## src/rtl/lm_scheduler.sv

```systemverilog
// LED FIFO write scheduler: arbitrates requesters (bit 0 = error source, strict priority,
// the rest round-robin), issues one FIFO write per grant, then idles for HOLD_CYCLES.
module lm_scheduler #(
    parameter int WIDTH       = 8,
    parameter int NUM_REQ     = 3,
    parameter int HOLD_CYCLES = 4
) (
    input  logic                     clk,
    input  logic                     rst,
    input  logic [NUM_REQ-1:0]       req,
    input  logic [NUM_REQ*WIDTH-1:0] req_data,
    output logic [NUM_REQ-1:0]       ack,
    input  logic                     fifo_full,
    output logic                     wr_en,
    output logic [WIDTH-1:0]         wr_data,
    output logic                     busy,
    output logic [2:0]               grant_id
);

    typedef enum logic [1:0] {IDLE, WRITE, HOLD} state_t;

    localparam logic [2:0] LAST      = 3'(NUM_REQ - 1);
    localparam logic [7:0] HOLD_LOAD = (HOLD_CYCLES > 0) ? 8'(HOLD_CYCLES - 1) : 8'd0;

    state_t               state_q, state_d;
    logic [7:0]           cnt_q, cnt_d;
    logic [2:0]           rr_q, rr_d;
    logic [2:0]           grant_q, grant_d;
    logic [WIDTH-1:0]     wr_data_q, wr_data_d;
    logic                 wr_en_q, wr_en_d;
    logic                 busy_q, busy_d;
    logic [NUM_REQ-1:0]   ack_q, ack_d;

    logic [7:0]           req_ext;
    logic [WIDTH-1:0]     slice [8];
    logic [7:0]           onehot;
    logic [2:0]           win, idx;
    logic                 found;

    // Arbiter: requests and patterns widened to 8 entries so a 3-bit index is always legal.
    always_comb begin
        req_ext              = '0;
        req_ext[NUM_REQ-1:0] = req;
        for (int i = 0; i < 8; i++) slice[i] = '0;
        for (int i = 0; i < NUM_REQ; i++) slice[i] = req_data[i*WIDTH +: WIDTH];
        win   = '0;
        found = 1'b0;
        idx   = (rr_q >= LAST) ? 3'd1 : rr_q + 3'd1;
        if (req_ext[0]) begin
            found = 1'b1;
        end else begin
            for (int k = 0; k < NUM_REQ - 1; k++) begin
                if (!found && req_ext[idx]) begin
                    win   = idx;
                    found = 1'b1;
                end
                idx = (idx == LAST) ? 3'd1 : idx + 3'd1;
            end
        end
    end

    always_comb begin
        state_d   = state_q;
        cnt_d     = cnt_q;
        rr_d      = rr_q;
        grant_d   = grant_q;
        wr_data_d = wr_data_q;
        case (state_q)
            IDLE: begin
                if (found && !fifo_full) begin
                    state_d   = WRITE;
                    grant_d   = win;
                    wr_data_d = slice[win];
                    if (win != 3'd0) rr_d = win;
                end
            end
            WRITE: begin
                if (HOLD_CYCLES > 0) begin
                    state_d = HOLD;
                    cnt_d   = HOLD_LOAD;
                end else begin
                    state_d = IDLE;
                end
            end
            HOLD: begin
                if (cnt_q == 8'd0) state_d = IDLE;
                else               cnt_d   = cnt_q - 8'd1;
            end
            default: state_d = IDLE;
        endcase
        // Outputs are registered from the next state so they line up with it.
        wr_en_d = (state_d == WRITE);
        busy_d  = (state_d != IDLE);
        onehot  = 8'd1 << grant_d;
        ack_d   = wr_en_d ? onehot[NUM_REQ-1:0] : '0;
    end

    always_ff @(posedge clk) begin
        if (rst) begin
            state_q   <= IDLE;
            cnt_q     <= '0;
            rr_q      <= '0;
            grant_q   <= '0;
            wr_data_q <= '0;
            wr_en_q   <= 1'b0;
            busy_q    <= 1'b0;
            ack_q     <= '0;
        end else begin
            state_q   <= state_d;
            cnt_q     <= cnt_d;
            rr_q      <= rr_d;
            grant_q   <= grant_d;
            wr_data_q <= wr_data_d;
            wr_en_q   <= wr_en_d;
            busy_q    <= busy_d;
            ack_q     <= ack_d;
        end
    end

    assign wr_en    = wr_en_q;
    assign wr_data  = wr_data_q;
    assign busy     = busy_q;
    assign grant_id = grant_q;
    assign ack      = ack_q;

endmodule
```

## config.mk

```make
export PLATFORM = sky130hd
export DESIGN_NAME = lm_scheduler
export DESIGN_NICKNAME = d
export VERILOG_FILES = /design/src/rtl/lm_scheduler.sv
export SDC_FILE = /design/constraint.sdc
export NUM_CORES = 1
export LEC_CHECK = 0
export CAP_MARGIN = 0
export CORE_ASPECT_RATIO = 0.75
export CORE_MARGIN = 5
export CORE_UTILIZATION = 35
export CTS_CLUSTER_DIAMETER = 60
export DETAILED_ROUTE_END_ITERATION = 8
export PLACE_DENSITY = 0.67
export SKIP_LAST_GASP = 1
export SYNTH_ARGS = -nofsm -noshare
export SYNTH_HDL_FRONTEND = slang
export SYNTH_SLANG_ARGS = --single-unit
```

## constraint.sdc

```tcl
create_clock -name clk -period 3.3 [get_ports clk]
set_clock_uncertainty 0.1 [all_clocks]
set_input_delay 0.66 -clock clk [delete_from_list [all_inputs] [get_ports clk]]
set_output_delay 0.66 -clock clk [all_outputs]
set_load 0.005 [all_outputs]
```

# After elaboration in Yosys (flattened, before gate mapping)
# Cells that the tools add are included.
# classes
n_addsub	3
n_lt_le_gt_ge	4
n_eq_ne	5
shifts	1
n_mux	23
n_bitwise	2
reduce_logical	13
# op_table
operator	count
$bmux W8 S3	1
$mux W8	3
$mux W3	7
$pmux W8 S2	1
$logic_not A8 Y1	1
$lt A3 B4 Y1 const B	2
$sub A8 B1 Y8 const B	1
$add A3 B1 Y3 const B	2
$bmux W1 S3	2
$mux W1	6
$pmux W2 S3	1
$eq A2 B1 Y1 const B	2
$ge A4 B4 Y1 const B	1
$mux W2	2
$not A3 Y4	1
$reduce_and A2 Y1	2
$reduce_bool A2 Y1	2
$eq A3 B2 Y1 const B	1
$ge A3 B2 Y1 const B	1
$reduce_and A3 Y1	1
$reduce_bool A3 Y1	1
$shl A1 B3 Y3 const A	1
$eq A2 B2 Y1 const B	1
$logic_and A1 B1 Y1	2
5 further kinds	6
# word_totals
ff_bits	29
out_inout_bits	16
word_cells	59

# Logic depth before layout (Yosys ltp)
# Gate-level depths: netlist of run 1.
# depth
depth_word	16
mapped_depth	9

# Worst setup path after synthesis of run 1
# Ideal clock, no wire load.
# synth_timing
path_type	register to register
from	register rr_q[0]
to	register wr_data_q[3] (netlist: wr_data[3])
setup_ps	93
t_arrival_ps	2029
t_required_ps	3107
setup_slack_ps	1078
path_stages_with_launch	9
n_path_buf	2
period_less_slack_ps	2222
cell_sequence	dfxtp_1 > inv_1 > ha_1 > nor4bb_1 > a211o_1 > o31a_1 > buf_6 > buf_6 > o311ai_2
# synth_between
elab_chain_len	14
word_cells_on_any_way	25
cone_classes	add/sub: 2; order compare: 1; eq/ne: 1; mux: 16; bitwise: 1; reduce/logical: 4
# synth_rtl
element	line	source
start, declared	27	logic [2:0] rr_q, rr_d;
start signal, assigned	111	rr_q <= rr_d;
$add A3 B1 Y3 or $ge A3 B2 Y1 (tied branches)	48	idx = (rr_q >= LAST) ? 3'd1 : rr_q + 3'd1;
$mux W3 *	48	
parallel branches: the longest is 12 deep, another holds $add A3 B1 Y3	n/a	
end signal, assigned	113	wr_data_q <= wr_data_d;
end, declared	29	logic [WIDTH-1:0] wr_data_q, wr_data_d;
# Mark *: on every way between the ends. The select of a mux whose other input is x is not followed.
# A chain may end at the register's enable or synchronous reset.

# Final worst setup path of run 1
# layout_timing
from	input port req[1]
to	register wr_data_q[5] (netlist: wr_data[5])
# layout_between
elab_chain_len	12
word_cells_on_any_way	19
cone_classes	mux: 14; bitwise: 1; reduce/logical: 4
# layout_rtl
element	line	source
start, declared	10	input logic [NUM_REQ-1:0] req,
$bmux W1 S3	53	if (!found && req_ext[idx]) begin
$mux W1 (implied by the code)	53	
$mux W1	53	
$mux W1	49	if (req_ext[0]) begin
$logic_not A1 Y1	53	
$logic_and A1 B1 Y1	53	
$mux W3	53	
$mux W3	49	
$not A3 Y4 (implied by the code)	73	wr_data_d = slice[win];
$bmux W8 S3	73	
$mux W8 (implied by the code) (2 in series)	73	
# Parallel ways exist; a longest one is shown, timed or not. The select of a mux whose other input is x is not followed.

==> flow_metrics.py, run 1 <==
metrics = {
    "pwr": {
        "p_per_area_nw_per_um2": 469.9,
        "ir_drop_mv": 0.2981,
        "p_leak_nw": 0.7904,
        "total_power_mw": 1.021,
    },
    "clock_tree": {
        "cts_tree": "yes",
        "cts_made_buffers": 5,
        "htreeDepth": 2,
        "post-cts-setup-buffers": 0,
        "ctsResizeCount": 0,
        "clk_latency_ns": 0.28,
        "cts_sinks": 29,
        "holdBufCountCts": 0,
        "clockBufferDepth": 2,
        "clk_pin_slew_ns": 0.06,
        "clockRootBuffer": "clkbuf_8",
    },
    "cells_and_area": {
        "diodes": 0,
        "final_cell_mix": "clkdlybuf4s50_1 (45), dfxtp_1 (29), nor2_1 (12)",
        "nFillCells": 416,
        "drive_above_1_share_pct": 13.81,
        "final_common_cell": "clkdlybuf4s50_1",
        "syn_to_final_growth_pct": 39.85,
        "fin_nets": 242,
        "utilization_pct": 49.53,
    },
    "worst_setup_path": {
        "crit_arrival_ns": 2.69,
        "worstSetupEndpointType": "flip-flop",
        "cp.required_ns": 3.35,
        "path_max_fanout": 21,
        "worst_setup_path_start_kind": "input pin",
        "criticalPathCategory": "input pin to flip-flop",
    },
    "timing": {
        "tightest_slew_ns": 0.7166,
        "maxSlewHeadroom_pct": 52.22,
        "rsz0062_at_grt": "no",
        "fin_hold_ws_ns": 0.3781,
        "setup_viol": 0,
        "hold_viol_final": 0,
        "fin_crit_ns": 2.631,
        "slew_violations": 0,
        "fin_setup_tns_ns": 0,
        "fin_crit_sh_pct": 79.73,
        "fmax_ghz": 0.3801,
    },
    "logic_synthesis": {
        "synthXorXnorAreaFrac_pct": 0.5636,
        "synth_cell_types": 48,
        "synth_compound_area_share_pct": 20.13,
        "synth.area.mux_share_pct": 5.878,
        "ys_ff_latch": 29,
        "postSynthAreaPerCell_um2": 9.652,
        "synth-edff-count": 0,
        "yosys.area_share.simple_pct": 28.58,
        "synth_nets": 194,
        "yosys.area_share.adder_pct": 2.415,
        "ys_warn_count": 0,
        "synthCells": 161,
        "ys_seq_area_share_pct": 37.36,
        "async_reset_ff_share_pct": 0,
        "syn_area_um2": 1554,
        "synth_top_family_by_area": "simple AND/OR/NAND/NOR gates",
        "synth_ff_type": "dfxtp_1",
    },
    "floorplan": {
        "coreArea_um2": 4388,
        "io_pins": 46,
        "dieArea_um2": 5886,
        "num_rows": 21,
        "die_w_um": 86.94,
        "initial_utilization_pct": 35.41,
        "die_h_um": 67.71,
    },
    "global_routing": {
        "grt_pass1_wl_um": 5968,
        "grt_overflow_total": 0,
        "antenna_found_initial": 0,
        "first_global_vias": 1286,
        "grt.total_usage_pct": 12.85,
        "grt_max_degree": 37,
    },
    "detailed_routing": {
        "detail_route.wl_per_cell_um": 13.44,
        "drtIter0Drc": 57,
        "routed_via_density": 5.000,
        "firstDrtPassIters": 4,
        "vias": 1335,
        "antenna_left": 0,
        "drc": 0,
        "totalWireLength_um": 3588,
    },
    "place": {
        "io_buffers": 45,
        "gp_congestion": 0.7533,
        "hpwl_um": 2596,
    },
    "run_status": {
        "status": "finished, final reports clean",
    },
    "job": {
        "cap_viol_max_count": 0,
    },
    "worst_hold_path": {
        "min_path_type": "flip-flop to flip-flop",
    },
}
-- stage by stage --
step / instance area (um^2) / setup WS (ns) / cells
after CTS: 2173 / 0.7009 / 267
after detailed placement: 2053 / 0.4225 / 259
final: 2173 / 0.6689 / 267
after floorplan: 1554 / 1.078 / 161
after global placement: 2053 / 0.4516 / 259
after global routing: 2173 / 0.5005 / 267
-- synth_stat cells, types with 2 or more instances --
master / count / area [um^2]
o311ai_2: 5 / 81.33
a21oi_1: 10 / 50.05
nand3b_1: 8 / 60.06
nand4bb_1: 8 / 90.09
clkbuf_1: 2 / 7.510
o311ai_1: 3 / 26.28
inv_1: 5 / 18.77
or3_1: 2 / 12.51
nand3_1: 4 / 20.02
o21bai_1: 2 / 15.01
and3b_1: 2 / 17.52
buf_6: 3 / 33.78
nor2_1: 12 / 45.04
nand2b_1: 4 / 25.02
nor4bb_1: 2 / 20.02
dfxtp_1: 29 / 580.6
buf_2: 3 / 15.01
a21o_1: 2 / 15.01
ha_1: 3 / 37.54
o211ai_1: 2 / 15.01
nor3_1: 4 / 20.02
mux2i_1: 8 / 80.08
o21ai_0: 2 / 10.01
or2_2: 4 / 25.02
nor2b_1: 2 / 12.51
nand2_1: 8 / 30.03
-- kinds of logic (layout without fill, tap and decap cells) --
kind of cell / count (synthesis) / count (layout)
DFF: 29 / 29
AOI/OAI and AO/OA: 37 / 37
adders and majority gates: 3 / 3
xor gates and xnor gates: 1 / 1
and+or+nand+nor: 68 / 68
buffers and inverters: 14 / 63
muxes: 9 / 9
-- area by class of cell --
cell class / count / area [um^2] / area share [%]
Tap cell: 57 / 71.32 / 3.282
Multi-Input combinational cell: 118 / 894.6 / 41.16
Sequential cell: 29 / 580.6 / 26.71
Timing Repair Buffer: 50 / 488.0 / 22.45
Clock inverter: 2 / 37.54 / 1.727
Inverter: 5 / 18.77 / 0.8636
Clock buffer: 6 / 82.58 / 3.800
-- metal layers --
layer / global-route usage, % / wire length [um] / vias up
met1: 18.19 / 1807 / 607
met4: 3.502 / 25 / 0
met5: 0 / 0 / -
met3: 3.537 / 184 / 2
li1: - / - / 697
met2: 19.03 / 1570 / 29
-- critical path, stage by stage --
cell and delay, ns:
clkdlybuf4s50_1 0.50, o32a_1 0.21, o31ai_1 0.22, o31a_1 0.45, buf_4 0.33, nand4bb_1 0.19
o311ai_2 0.10
-- final timing paths --
| check | startpoint | endpoint | slack [ns] | cells after the start |
|---|---|---|---|---|
| max | req[1] | wr_data[5]$_SDFFE_PP0P_ | 0.67 | 7 |
| min reg2reg | grant_id[0]$_SDFF_PP0_ | grant_id[0]$_SDFF_PP0_ | 0.38 | 2 |
| min | grant_id[0]$_SDFF_PP0_ | grant_id[0]$_SDFF_PP0_ | 0.38 | 2 |
| max reg2reg | rr_q[0]$_SDFFE_PP0P_ | wr_data[5]$_SDFFE_PP0P_ | 0.71 | 8 |
-- sequential cells by signal, indices dropped and copies added (netlist names) --
name      cells
wr_en         1
ack           3
cnt_q         8
wr_data       8
rr_q          3
state_q       2
grant_id      3
busy          1
-- power breakdown --
group | internal (mW) | switching, mW | leakage (nW)
registers | 0.380 | 0.0216 | 0.237
clock network | 0.245 | 0.136 | 0.0574
logic | 0.133 | 0.105 | 0.496
total | 0.759 | 0.263 | 0.790
No activity file was read; power rests on OpenSTA's default activity.
==> run 2: changes to the inputs <==
--- a/config.mk
+++ b/config.mk
@@ -11,7 +11,7 @@
 export CORE_UTILIZATION = 35
 export CTS_CLUSTER_DIAMETER = 60
 export DETAILED_ROUTE_END_ITERATION = 8
-export PLACE_DENSITY = 0.67
+export PLACE_DENSITY = 0.7
 export SKIP_LAST_GASP = 1
 export SYNTH_ARGS = -nofsm -noshare
 export SYNTH_HDL_FRONTEND = slang
==> constraint.sdc (replaced) <==
create_clock -name clk -period 2.35 [get_ports clk]
set_clock_uncertainty 0.1 [all_clocks]
set_input_delay 0.47 -clock clk [delete_from_list [all_inputs] [get_ports clk]]
set_output_delay 0.47 -clock clk [all_outputs]
set_load 0.005 [all_outputs]
==> run 2 against run 1 <==
Net effect:
- routed wire length is 2.3% higher
- final cell count increased by 2.2%
- clock power grew 60%
- sequential cell count unchanged
- core utilization rose by 1.9 points
- worst hold slack got worse by 0.012 ns
- register-to-register slack got worse by 0.53 ns
- critical path depth increased by 1
- sequential share of layout area shrank 0.99 points
- power is 50% higher
- global-route usage up 0.15 points
- critical endpoint is now rr_q[2]$_SDFFE_PP0P_
- largest cell class unchanged
- highest routed layer unchanged
==> flow_metrics.py, run 2 (synthesis results as in run 1) <==
metrics = {
    "run_status": {
        "status": "finished, final reports clean",
    },
    "cells_and_area": {
        "diodes": 0,
        "syn_to_final_growth_pct": 45.25,
        "seqCellArea_um2": 580.6,
        "final_cell_mix": "clkdlybuf4s50_1 (45), dfxtp_1 (29), nor2_1 (12)",
        "drive_above_1_share_pct": 16.20,
        "fin_nets": 248,
        "post-route-cell-area_um2": 2257,
        "multi_input_area_um2": 894.6,
        "nFillCells": 409,
        "final_common_cell": "clkdlybuf4s50_1",
    },
    "detailed_routing": {
        "firstDrtPassIters": 4,
        "drc": 0,
        "totalWireLength_um": 3669,
        "drtIter0Drc": 94,
        "vias": 1391,
        "detail_route.wl_per_cell_um": 13.44,
        "routed_via_density": 5.095,
        "antenna_left": 0,
    },
    "worst_setup_path": {
        "crit_slowest_cell": "ha_1",
        "cp_cell_sequence": "inv_1, ha_1, nor4bb_1, a211o_1, o31a_1, buf_12, o21bai_1, and3b_1",
        "worst_setup_path_start_kind": "flip-flop",
        "critPathMaxStageDelay_ns": 0.36,
        "worstSetupEndpointType": "flip-flop",
        "cp.required_ns": 2.42,
        "crit_start": "rr_q[0]$_SDFFE_PP0P_",
        "worstReg2RegStart": "rr_q[0]$_SDFFE_PP0P_",
        "criticalPathCategory": "flip-flop to flip-flop",
        "crit_arrival_ns": 2.24,
        "path_max_fanout": 31,
    },
    "global_routing": {
        "antenna_found_initial": 0,
        "grt_pass1_wl_um": 6065,
        "grt_overflow_total": 0,
        "grt_max_degree": 37,
        "grt.total_usage_pct": 12.99,
        "first_global_vias": 1340,
    },
    "worst_hold_path": {
        "min_path_type": "flip-flop to flip-flop",
        "hold_start": "grant_id[0]$_SDFF_PP0_",
    },
    "timing": {
        "slew_violations": 0,
        "fin_crit_sh_pct": 92.31,
        "maxSlewHeadroom_pct": 74.59,
        "fin_ws_ns": 0.1807,
        "setup_viol": 0,
        "fmax_ghz": 0.4610,
        "hold_viol_final": 0,
        "rsz0062_at_grt": "no",
        "fin_crit_ns": 2.169,
        "tightest_slew_ns": 0.3812,
    },
    "floorplan": {
        "initial_utilization_pct": 35.41,
        "die_h_um": 67.71,
        "coreArea_um2": 4388,
        "die_w_um": 86.94,
        "num_rows": 21,
        "dieArea_um2": 5886,
        "io_pins": 46,
    },
    "place": {
        "gp_congestion": 0.8235,
        "hpwl_um": 2638,
        "io_buffers": 45,
        "pre_cts_ws_ns": -0.05740,
        "placed_cell_area_um2": 2123,
    },
    "pwr": {
        "p_sw_share_pct": 24.25,
        "pwr-share-clk_pct": 39.7,
        "p_per_area_nw_per_um2": 680.2,
        "p_seq_share_pct": 36.7,
        "comb_power_share_pct": 23.6,
        "ir_drop_mv": 0.3212,
        "p_switching_mw": 0.3723,
        "p_leak_nw": 0.8389,
        "intPower_mw": 1.163,
    },
    "clock_tree": {
        "clk_latency_ns": 0.27,
        "clockRootBuffer": "clkbuf_8",
        "post-cts-setup-buffers": 0,
        "holdBufCountCts": 0,
        "clockBufferDepth": 2,
        "htreeDepth": 2,
        "cts_made_buffers": 5,
        "ctsResizeCount": 0,
        "clk_pin_slew_ns": 0.06,
        "cts_tree": "yes",
        "cts_sinks": 29,
    },
    "job": {
        "cap_viol_max_count": 0,
    },
}
==> run 2: cell count changes in the layout (fill, tap and decap cells not counted) <==
cell / previous run / this run
buf_4: 5 / 9
buf_12: 0 / 2
bufinv_16: 1 / 2
clkbuf_8: 6 / 5
clkinv_2: 0 / 1
clkinvlp_4: 1 / 0
==> run 2: final timing paths <==
| check | to | slack [ns] | depth (start not counted) |
|---|---|---|---|
| setup / recovery | rr_q[2]$_SDFFE_PP0P_ | 0.18 | 8 |
| hold / removal | grant_id[0]$_SDFF_PP0_ | 0.37 | 2 |
| setup reg to reg | rr_q[2]$_SDFFE_PP0P_ | 0.18 | 8 |
| hold reg to reg | grant_id[0]$_SDFF_PP0_ | 0.37 | 2 |
==> run 2: stage by stage <==
| stage | utilization [%] | hold slack [ns] | power, mW | cells | setup TNS (ns) |
|---|---|---|---|---|---|
| 2_1_floorplan | - | 0.3527 | 0.7751 | 161 | 0 |
| 3_3_place_gp | 48.39 | 0.3632 | 0.9332 | 265 | -0.1096 |
| 3_5_place_dp | 48.39 | 0.3634 | 0.9384 | 265 | -0.3371 |
| 4_1_cts | 51.44 | 0.3721 | 1.555 | 273 | 0 |
| 5_1_grt | 51.44 | 0.4114 | 1.613 | 273 | 0 |
| 6_report | 51.44 | 0.3661 | 1.535 | 273 | 0 |
==> run 2: cell type report <==
type	count	share of cell area, %
timing repair buffer	56	24.72
clock buffer	5	3.049
sequential	29	25.72
tap	57	3.160
clock inverter	3	2.882
inverter	5	0.8315
multi-input combinational	118	39.63
==> run 2: power groups by stage <==
stage / Combinational [mW] / Sequential (mW) / Clock, mW
after floorplan: 0.203 / 0.572 / 0
after global placement: 0.358 / 0.575 / 0
after detailed placement: 0.364 / 0.574 / 0
after CTS: 0.365 / 0.564 / 0.625
after global routing: 0.395 / 0.570 / 0.648
final: 0.362 / 0.563 / 0.610
==> run 2: worst max-delay path, delay by kind of cell, from the launching register on <==
kind	cells	cell delay, ns
buffers and inverters	2	0.24
DFF	1	0.32
and+or+nand+nor	2	0.31
AOI/OAI and AO/OA	3	0.72
adders and majority gates	1	0.36
==> run 2: routing by layer <==
layer,vias up,wire length (um),GRT usage [%]
li1,715,-,-
met1,649,1845,18.16
met2,25,1621,19.32
met3,2,170,3.171
met4,0,32,4.669
met5,-,0,0
==> run 3: changes to the inputs <==
--- a/config.mk
+++ b/config.mk
@@ -11,6 +11,7 @@
 export CORE_UTILIZATION = 35
 export CTS_CLUSTER_DIAMETER = 60
 export DETAILED_ROUTE_END_ITERATION = 8
+export GPL_TIMING_DRIVEN = 0
 export PLACE_DENSITY = 0.7
 export SKIP_LAST_GASP = 1
 export SYNTH_ARGS = -nofsm -noshare
==> run 3 against run 2 <==
Net effect:
- sequential power rose by 0.7%
- power fell by 7.6%
- non-clock buffer count shrank 1
- critical path type unchanged
- register-to-register slack got worse by 0.07 ns
- maximum frequency decreased by 3.3%
- largest power group is now registers
==> flow_metrics.py, run 3 (synthesis results as in run 1) <==
metrics = {
    "timing": {
        "fin_setup_tns_ns": 0,
        "fmax_ghz": 0.4456,
        "hold_viol_final": 0,
        "rsz0062_at_grt": "no",
        "maxSlewHeadroom_pct": 73.83,
        "setup_viol": 0,
        "fin_crit_sh_pct": 95.50,
        "slew_violations": 0,
        "tightest_slew_ns": 0.3925,
        "fin_ws_ns": 0.1058,
        "fin_crit_ns": 2.244,
    },
    "floorplan": {
        "coreArea_um2": 4388,
        "io_pins": 46,
        "initial_utilization_pct": 35.41,
        "dieArea_um2": 5886,
        "die_h_um": 67.71,
        "num_rows": 21,
        "die_w_um": 86.94,
    },
    "place": {
        "hpwl_um": 2714,
        "pre_cts_ws_ns": -0.2948,
        "io_buffers": 45,
        "placed_cell_area_um2": 2076,
        "gp_congestion": 0.8729,
    },
    "pwr": {
        "p_leak_nw": 0.8210,
        "ir_drop_mv": 0.3204,
        "p_per_area_nw_per_um2": 637.7,
        "total_power_mw": 1.419,
    },
    "detailed_routing": {
        "totalWireLength_um": 3719,
        "antenna_left": 0,
        "detail_route.wl_per_cell_um": 13.72,
        "firstDrtPassIters": 5,
        "drtIter0Drc": 50,
        "routed_via_density": 5.166,
        "drc": 0,
        "vias": 1400,
    },
    "worst_setup_path": {
        "crit_slowest_cell": "dfxtp_4",
        "crit_arrival_ns": 2.33,
        "r2r_slack_ns": 0.11,
        "worst_setup_path_start_kind": "flip-flop",
        "worstSetupEndpointType": "flip-flop",
        "cp.required_ns": 2.44,
        "path_max_fanout": 10,
        "cp_top_family": "compound AO/OA/AOI/OAI gates",
        "critPathMaxStageDelay_ns": 0.38,
        "path_buf_inv": 3,
        "cp_cell_sequence": "inv_1, ha_4, nor4bb_1, a211o_1, o31a_1, buf_6, buf_6, o311ai_2",
        "cp_common_cell": "buf_6",
        "criticalPathCategory": "flip-flop to flip-flop",
    },
    "cells_and_area": {
        "diodes": 0,
        "syn_to_final_growth_pct": 43.16,
        "final_cell_mix": "clkdlybuf4s50_1 (44), dfxtp_1 (27), nor2_1 (12)",
        "post-route-cell-area_um2": 2225,
        "fin_nets": 247,
        "final_common_cell": "clkdlybuf4s50_1",
        "drive_above_1_share_pct": 16.82,
        "utilization_pct": 50.70,
        "nFillCells": 408,
    },
    "global_routing": {
        "grt.total_usage_pct": 13.42,
        "grt_overflow_total": 0,
        "grt_pass1_wl_um": 6085,
        "grt_max_degree": 11,
        "antenna_found_initial": 0,
        "first_global_vias": 1248,
    },
    "clock_tree": {
        "cts_sinks": 29,
        "holdBufCountCts": 0,
        "htreeDepth": 2,
        "clk_latency_ns": 0.28,
        "clockBufferDepth": 2,
        "clk_pin_slew_ns": 0.06,
        "cts_tree": "yes",
        "clockRootBuffer": "clkbuf_8",
        "cts_made_buffers": 5,
    },
    "job": {
        "cap_viol_max_count": 0,
    },
    "run_status": {
        "status": "finished, final reports clean",
    },
    "worst_hold_path": {
        "min_path_type": "flip-flop to flip-flop",
    },
}
run 3: final timing paths:
check	from	endpoint	depth (start not counted)
max	rr_q[0]$_SDFFE_PP0P_	wr_data[7]$_SDFFE_PP0P_	8
min	grant_id[1]$_SDFF_PP0_	grant_id[1]$_SDFF_PP0_	2
max reg2reg	rr_q[0]$_SDFFE_PP0P_	wr_data[7]$_SDFFE_PP0P_	8
min reg2reg	grant_id[1]$_SDFF_PP0_	grant_id[1]$_SDFF_PP0_	2
run 3: repair_timing:
action                                  4_1_cts  5_1_grt
hold endpoints to repair                      0        0
pin swaps                                     0        1
buffers inserted                              0        1
gates cloned                                  0        0
resized for setup                             2       10
endpoints found under the setup margin       15       23
run 3: cell type report:
type / instances / area (um^2) / share of cell area, %
Timing Repair Buffer: 46 / 460.4 / 20.70
Clock inverter: 2 / 35.03 / 1.575
Clock buffer: 5 / 68.82 / 3.093
Tap cell: 57 / 71.32 / 3.206
Multi-Input combinational cell: 118 / 919.6 / 41.34
Sequential cell: 29 / 585.6 / 26.32
Buffer: 9 / 65.06 / 2.925
Inverter: 5 / 18.77 / 0.8436
run 3: tightest hold or removal path, stage by stage (launching register included):
cell	delay, ns
dfxtp_1	0.31
nand2_1	0.05
a21oi_1	0.06
run 3: metrics by stage:
step | cells | hold slack (ns)
6_report | 271 | 0.3678
4_1_cts | 270 | 0.3782
5_1_grt | 271 | 0.3914
2_1_floorplan | 161 | 0.3527
3_3_place_gp | 263 | 0.3455
3_5_place_dp | 263 | 0.3688
run 3: layer usage:
| metal | GRT usage [%] | wire length (um) | up-vias |
|---|---|---|---|
| met1 | 18.64 | 1772 | 650 |
| met5 | 0 | 0 | - |
| met4 | 5.837 | 68 | 0 |
| li1 | - | - | 705 |
| met2 | 18.94 | 1625 | 37 |
| met3 | 4.146 | 253 | 8 |
run 3: power breakdown:
part / internal [mW] / leakage, nW / switching, mW
sequential: 0.534 / 0.238 / 0.0323
combinational: 0.205 / 0.529 / 0.156
clock: 0.307 / 0.0540 / 0.183
total: 1.05 / 0.821 / 0.372
